$ cat config.mk
export PLATFORM = sky130hd
export DESIGN_NAME = crc8_serial
export DESIGN_NICKNAME = d
export VERILOG_FILES = /design/src/rtl/crc8_serial.sv
export SDC_FILE = /design/constraint.sdc
export NUM_CORES = 1
export LEC_CHECK = 0
export CORE_ASPECT_RATIO = 1.1
export CORE_MARGIN = 5
export CORE_UTILIZATION = 51
export DETAILED_ROUTE_END_ITERATION = 10
export PLACE_DENSITY = 0.9
export SETUP_SLACK_MARGIN = 0.3
export SKIP_LAST_GASP = 1
export SLEW_MARGIN = 40
export SYNTH_ARGS = -nofsm -noshare
export SYNTH_HDL_FRONTEND = slang
export SYNTH_SLANG_ARGS = --single-unit
$ cat constraint.sdc
create_clock -name clk -period 3.9 [get_ports clk]
set_clock_uncertainty 0.05 [all_clocks]
set_input_delay 0.585 -clock clk [delete_from_list [all_inputs] [get_ports clk]]
set_output_delay 0.585 -clock clk [all_outputs]
set_load 0.005 [all_outputs]
$ cat src/rtl/crc8_serial.sv
// Bit-serial CRC-8 engine (MSB first, init 0, no reflection, no final XOR).
// Bytes are accepted on a valid/ready handshake and the message CRC is held until taken.
module crc8_serial #(
  parameter logic [7:0] POLY = 8'h07
) (
  input  logic       clk,
  input  logic       rst,
  input  logic       in_valid,
  output logic       in_ready,
  input  logic [7:0] in_data,
  input  logic       in_last,
  output logic       out_valid,
  input  logic       out_ready,
  output logic [7:0] crc_out,
  output logic       busy
);

  typedef enum logic [1:0] {
    ST_IDLE,
    ST_SHIFT,
    ST_DONE
  } state_e;

  state_e      state_q, state_d;
  logic [7:0]  crc_q, crc_d;
  logic [7:0]  sreg_q, sreg_d;
  logic [2:0]  bit_cnt_q, bit_cnt_d;
  logic        last_q, last_d;
  logic        in_ready_q, in_ready_d;
  logic        out_valid_q, out_valid_d;
  logic        busy_q, busy_d;
  logic        fb;

  always_comb begin
    // NOTE: every signal gets a default first so no path through the case infers a latch.
    state_d   = state_q;
    crc_d     = crc_q;
    sreg_d    = sreg_q;
    bit_cnt_d = bit_cnt_q;
    last_d    = last_q;
    fb        = crc_q[7] ^ sreg_q[7];

    unique case (state_q)
      ST_IDLE: begin
        if (in_valid) begin
          sreg_d    = in_data;
          last_d    = in_last;
          bit_cnt_d = 3'd0;
          state_d   = ST_SHIFT;
        end
      end
      ST_SHIFT: begin
        crc_d     = {crc_q[6:0], 1'b0} ^ (fb ? POLY : 8'h00);
        sreg_d    = {sreg_q[6:0], 1'b0};
        bit_cnt_d = bit_cnt_q + 3'd1;
        if (bit_cnt_q == 3'd7) begin
          state_d = last_q ? ST_DONE : ST_IDLE;
        end
      end
      ST_DONE: begin
        // Taking the result also starts the next message from a clean accumulator.
        if (out_ready) begin
          crc_d   = 8'h00;
          state_d = ST_IDLE;
        end
      end
      default: state_d = ST_IDLE;
    endcase

    // Handshake outputs are registered from the next state so they align with it.
    in_ready_d  = (state_d == ST_IDLE);
    out_valid_d = (state_d == ST_DONE);
    busy_d      = (state_d != ST_IDLE);
  end

  // NOTE: sequential state uses non-blocking assignments so all flops update from pre-edge values.
  always_ff @(posedge clk) begin
    if (rst) begin
      state_q     <= ST_IDLE;
      crc_q       <= 8'h00;
      sreg_q      <= 8'h00;
      bit_cnt_q   <= 3'd0;
      last_q      <= 1'b0;
      in_ready_q  <= 1'b1;
      out_valid_q <= 1'b0;
      busy_q      <= 1'b0;
    end else begin
      state_q     <= state_d;
      crc_q       <= crc_d;
      sreg_q      <= sreg_d;
      bit_cnt_q   <= bit_cnt_d;
      last_q      <= last_d;
      in_ready_q  <= in_ready_d;
      out_valid_q <= out_valid_d;
      busy_q      <= busy_d;
    end
  end

  assign in_ready  = in_ready_q;
  assign out_valid = out_valid_q;
  assign busy      = busy_q;
  assign crc_out   = crc_q;

endmodule

==> key figures <==
Run status
  – Status: complete, no violations

Clocking
  – CTS buffer count: 3
  – Clock Path Buffers: 2
  – Sink Count: 25
  – Clock slew at the register clock pins of the worst setup and hold paths: 120 ps
  – Post-CTS Setup Bufs: 0
  – Clock tree from TritonCTS: yes
  – Worst-Skew Late Latency: 320 ps
  – Post-CTS sizing: 0
  – Root Driver: clkbuf_4
  – Number of hold buffers added after CTS: 0
  – H-tree depth: 1

Synthesis
  – Ys flop type: dfxtp_1
  – YS warnings: 0
  – Post-synth EDFFs: 0
  – Syn_area_per_cell: approximately 10 um2
  – Seq/Total Area, Yosys: 0.488
  – Post-Syn Area: 0.00103 mm2
  – Async SR Flop Fraction: 0
  – Mapped Nets: roughly 120
  – Mapped Cells: roughly 100
  – Synth unique cells: 28
  – Yosys reg bits: 25

Pwr
  – Sequential power share: 0.617
  – Combinational cell fraction of total power: 0.134
  – P per Cell Area: 356 mW/mm2
  – Clock power frac: 0.249
  – Leakage: 0.460 nW
  – VDD IR max: 0.231 mV
  – Internal: approximately 0.00034 W
  – Fraction of power spent switching nets: 0.244
  – Switch Pwr: between 0.0001 and 0.00015 W

Layout
  – Area grow syn2layout: 24.6%
  – # diodes: 0
  – Finished Cell Area: 0.00128 mm2
  – Nets: between 100 and 150
  – Fraction of layout cells with a size suffix above 1: 0.0574
  – FILL cells: 164

Timing
  – Setup TNS: 0 ps
  – Final setup fails: 0
  – Least-Margin Pin Slew: between 600 and 700 ps
  – Fin crit period: 1870 ps
  – Fin. Hold Viols: 0
  – Fin crit share: 0.479
  – Final Max Tran Viols: 0
  – Worst relative slew slack: 0.566
  – Max Freq: 535 MHz
  – Unrepaired setup endpoints after global routing: false

Drt
  – Starting DRT DRC Count: 10
  – Post-route ant nets: 0
  – DRT Wirelength: 1760 um
  – Vias per cell: about 5.4
  – DRT Pass-1 Iters: 4
  – DRC viols: 0
  – Vias: 808
  – WL/cell: 11.7 um

Floorplanning
  – Total Die Area: 0.00301 mm2
  – DIE HEIGHT: 57.0 um
  – Core Rows: 17
  – Core Footprint: 0.00196 mm2
  – Ports: 24
  – Initial Utilization: 0.524
  – Floorplan die width: 52.8 um

Setup path
  – Crit path cell chain: clkdlybuf4s50_1
  – WP data required: 3260 ps
  – Crit path launch type: flip-flop
  – Crit path DAT: 1230 ps
  – CP endpoint kind: output pin
  – Critical path class: flip-flop to output pin
  – Crit path launch: crc_out[7]$_SDFFE_PP0P_
  – Worst r2r src: state_q[0]$_SDFF_PP0_
  – CP Buf/Inv Count: 1
  – Critical Path Slowest Stage Cell: clkdlybuf4s50_1
  – Worst Path Max Fanout: 3
  – Crit path largest cell delay: 520 ps
  – CP top delay family: buffers and inverters

Run
  – Max cap viols: 0

Place
  – Post-DP Area: 0.00126 mm2
  – Hpwl dp: ~1300 um
  – PortBufs: 23
  – Placer Congestion: 0.723

Global routing
  – Total GRT Usage: 0.133
  – Antenna violations before repair: 0
  – Vias in the first global route: 738
  – Largest net degree at the start of global routing: 29
  – GRT overflow: 0
  – First-pass GRT wire length: 3060 um

Hold path
  – Hold Path Class: flip-flop to flip-flop
  – Hold_sp: sreg_q[4]$_SDFFE_PP0P_
[routing by layer]
metal	track usage	wire length (um)	share of wire
met3	0.0235	91	0.052
met5	0	0	0
met2	0.200	837	0.48
met1	0.174	787	0.45
met4	0.0839	44	0.025
[cells in the final DEF, fill, tap and decap left out, types with 3 or more instances in the layout]
master	Yosys	final
dfxtp_1	25	25
clkdlybuf4s50_1	0	22
nor2_1	13	13
mux2i_1	9	9
nand2b_1	9	9
a211oi_1	8	8
o22ai_1	4	4
a22oi_1	3	3
nand4b_1	3	3
clkbuf_4	0	3
[flip-flops by register name (all words and copies together), names as in the netlist]
register / count
last_q: 1
crc_out: 8
sreg_q: 8
in_ready: 1
bit_cnt_q: 3
busy: 1
state_q: 2
out_valid: 1
[final cells by class]
| cell class | count | area (um2) | area share |
|---|---|---|---|
| tap | 28 | 35.0 | 0.0274 |
| sequential | 25 | 500 | 0.391 |
| inverter | 2 | 7.51 | 0.00587 |
| clock buffer | 4 | 26.3 | 0.0205 |
| timing repair buffer | 23 | 225 | 0.176 |
| multi-input combinational | 68 | 484 | 0.379 |
[through the flow]
stage          power, W  worst slack, ps   util  cells  hold WS [ps]
2_1_floorplan  0.000324             2380      -    101           411
3_3_place_gp   0.000346             1570  0.643    146           436
3_5_place_dp   0.000348             1550  0.643    146           443
4_1_cts        0.000460             1890  0.656    150           461
5_1_grt        0.000479             1900  0.653    150           478
6_report       0.000455             2030  0.653    150           461
[logic make-up after synthesis]
logic type | count (synthesis) | synth area share
buf+inv | 8 | 0.0402
simple gates | 33 | 0.183
fa+ha+maj | 2 | 0.0244
mux | 9 | 0.0878
xor+xnor | 1 | 0.00854
flops | 25 | 0.488
compound gates | 23 | 0.168
[synth_stat cells (2+ instances only)]
cell      count  area share
a211oi_1      8       0.059
ha_1          2       0.024
nand4b_1      3       0.026
nand2b_1      9       0.055
clkbuf_1      2      0.0073
a22oi_1       3       0.022
dfxtp_1      25        0.49
inv_1         2      0.0073
mux2i_1       9       0.088
o32ai_1       2       0.017
buf_2         3       0.015
or4_1         2       0.015
o22ai_1       4       0.024
nor2_1       13       0.048
[worst paths after layout]
check | endpoint | slack, ps | cells past startpoint
min | sreg_q[4]$_SDFFE_PP0P_ | 460 | 2
max reg2reg | crc_out[1]$_SDFFE_PP0P_ | 2050 | 3
min reg2reg | sreg_q[4]$_SDFFE_PP0P_ | 460 | 2
max | crc_out[7] | 2030 | 1
[power by group through the flow]
stage                     Sequential [W]  Combinational (W)  Clock [W]
after global routing            0.000283          0.0000685   0.000128
final                           0.000280          0.0000609   0.000113
after detailed placement        0.000286          0.0000622          0
after global placement          0.000285          0.0000603          0
after floorplan                 0.000282          0.0000423          0
after CTS                       0.000280          0.0000624   0.000118
No activity file was read; power rests on OpenSTA's default activity.
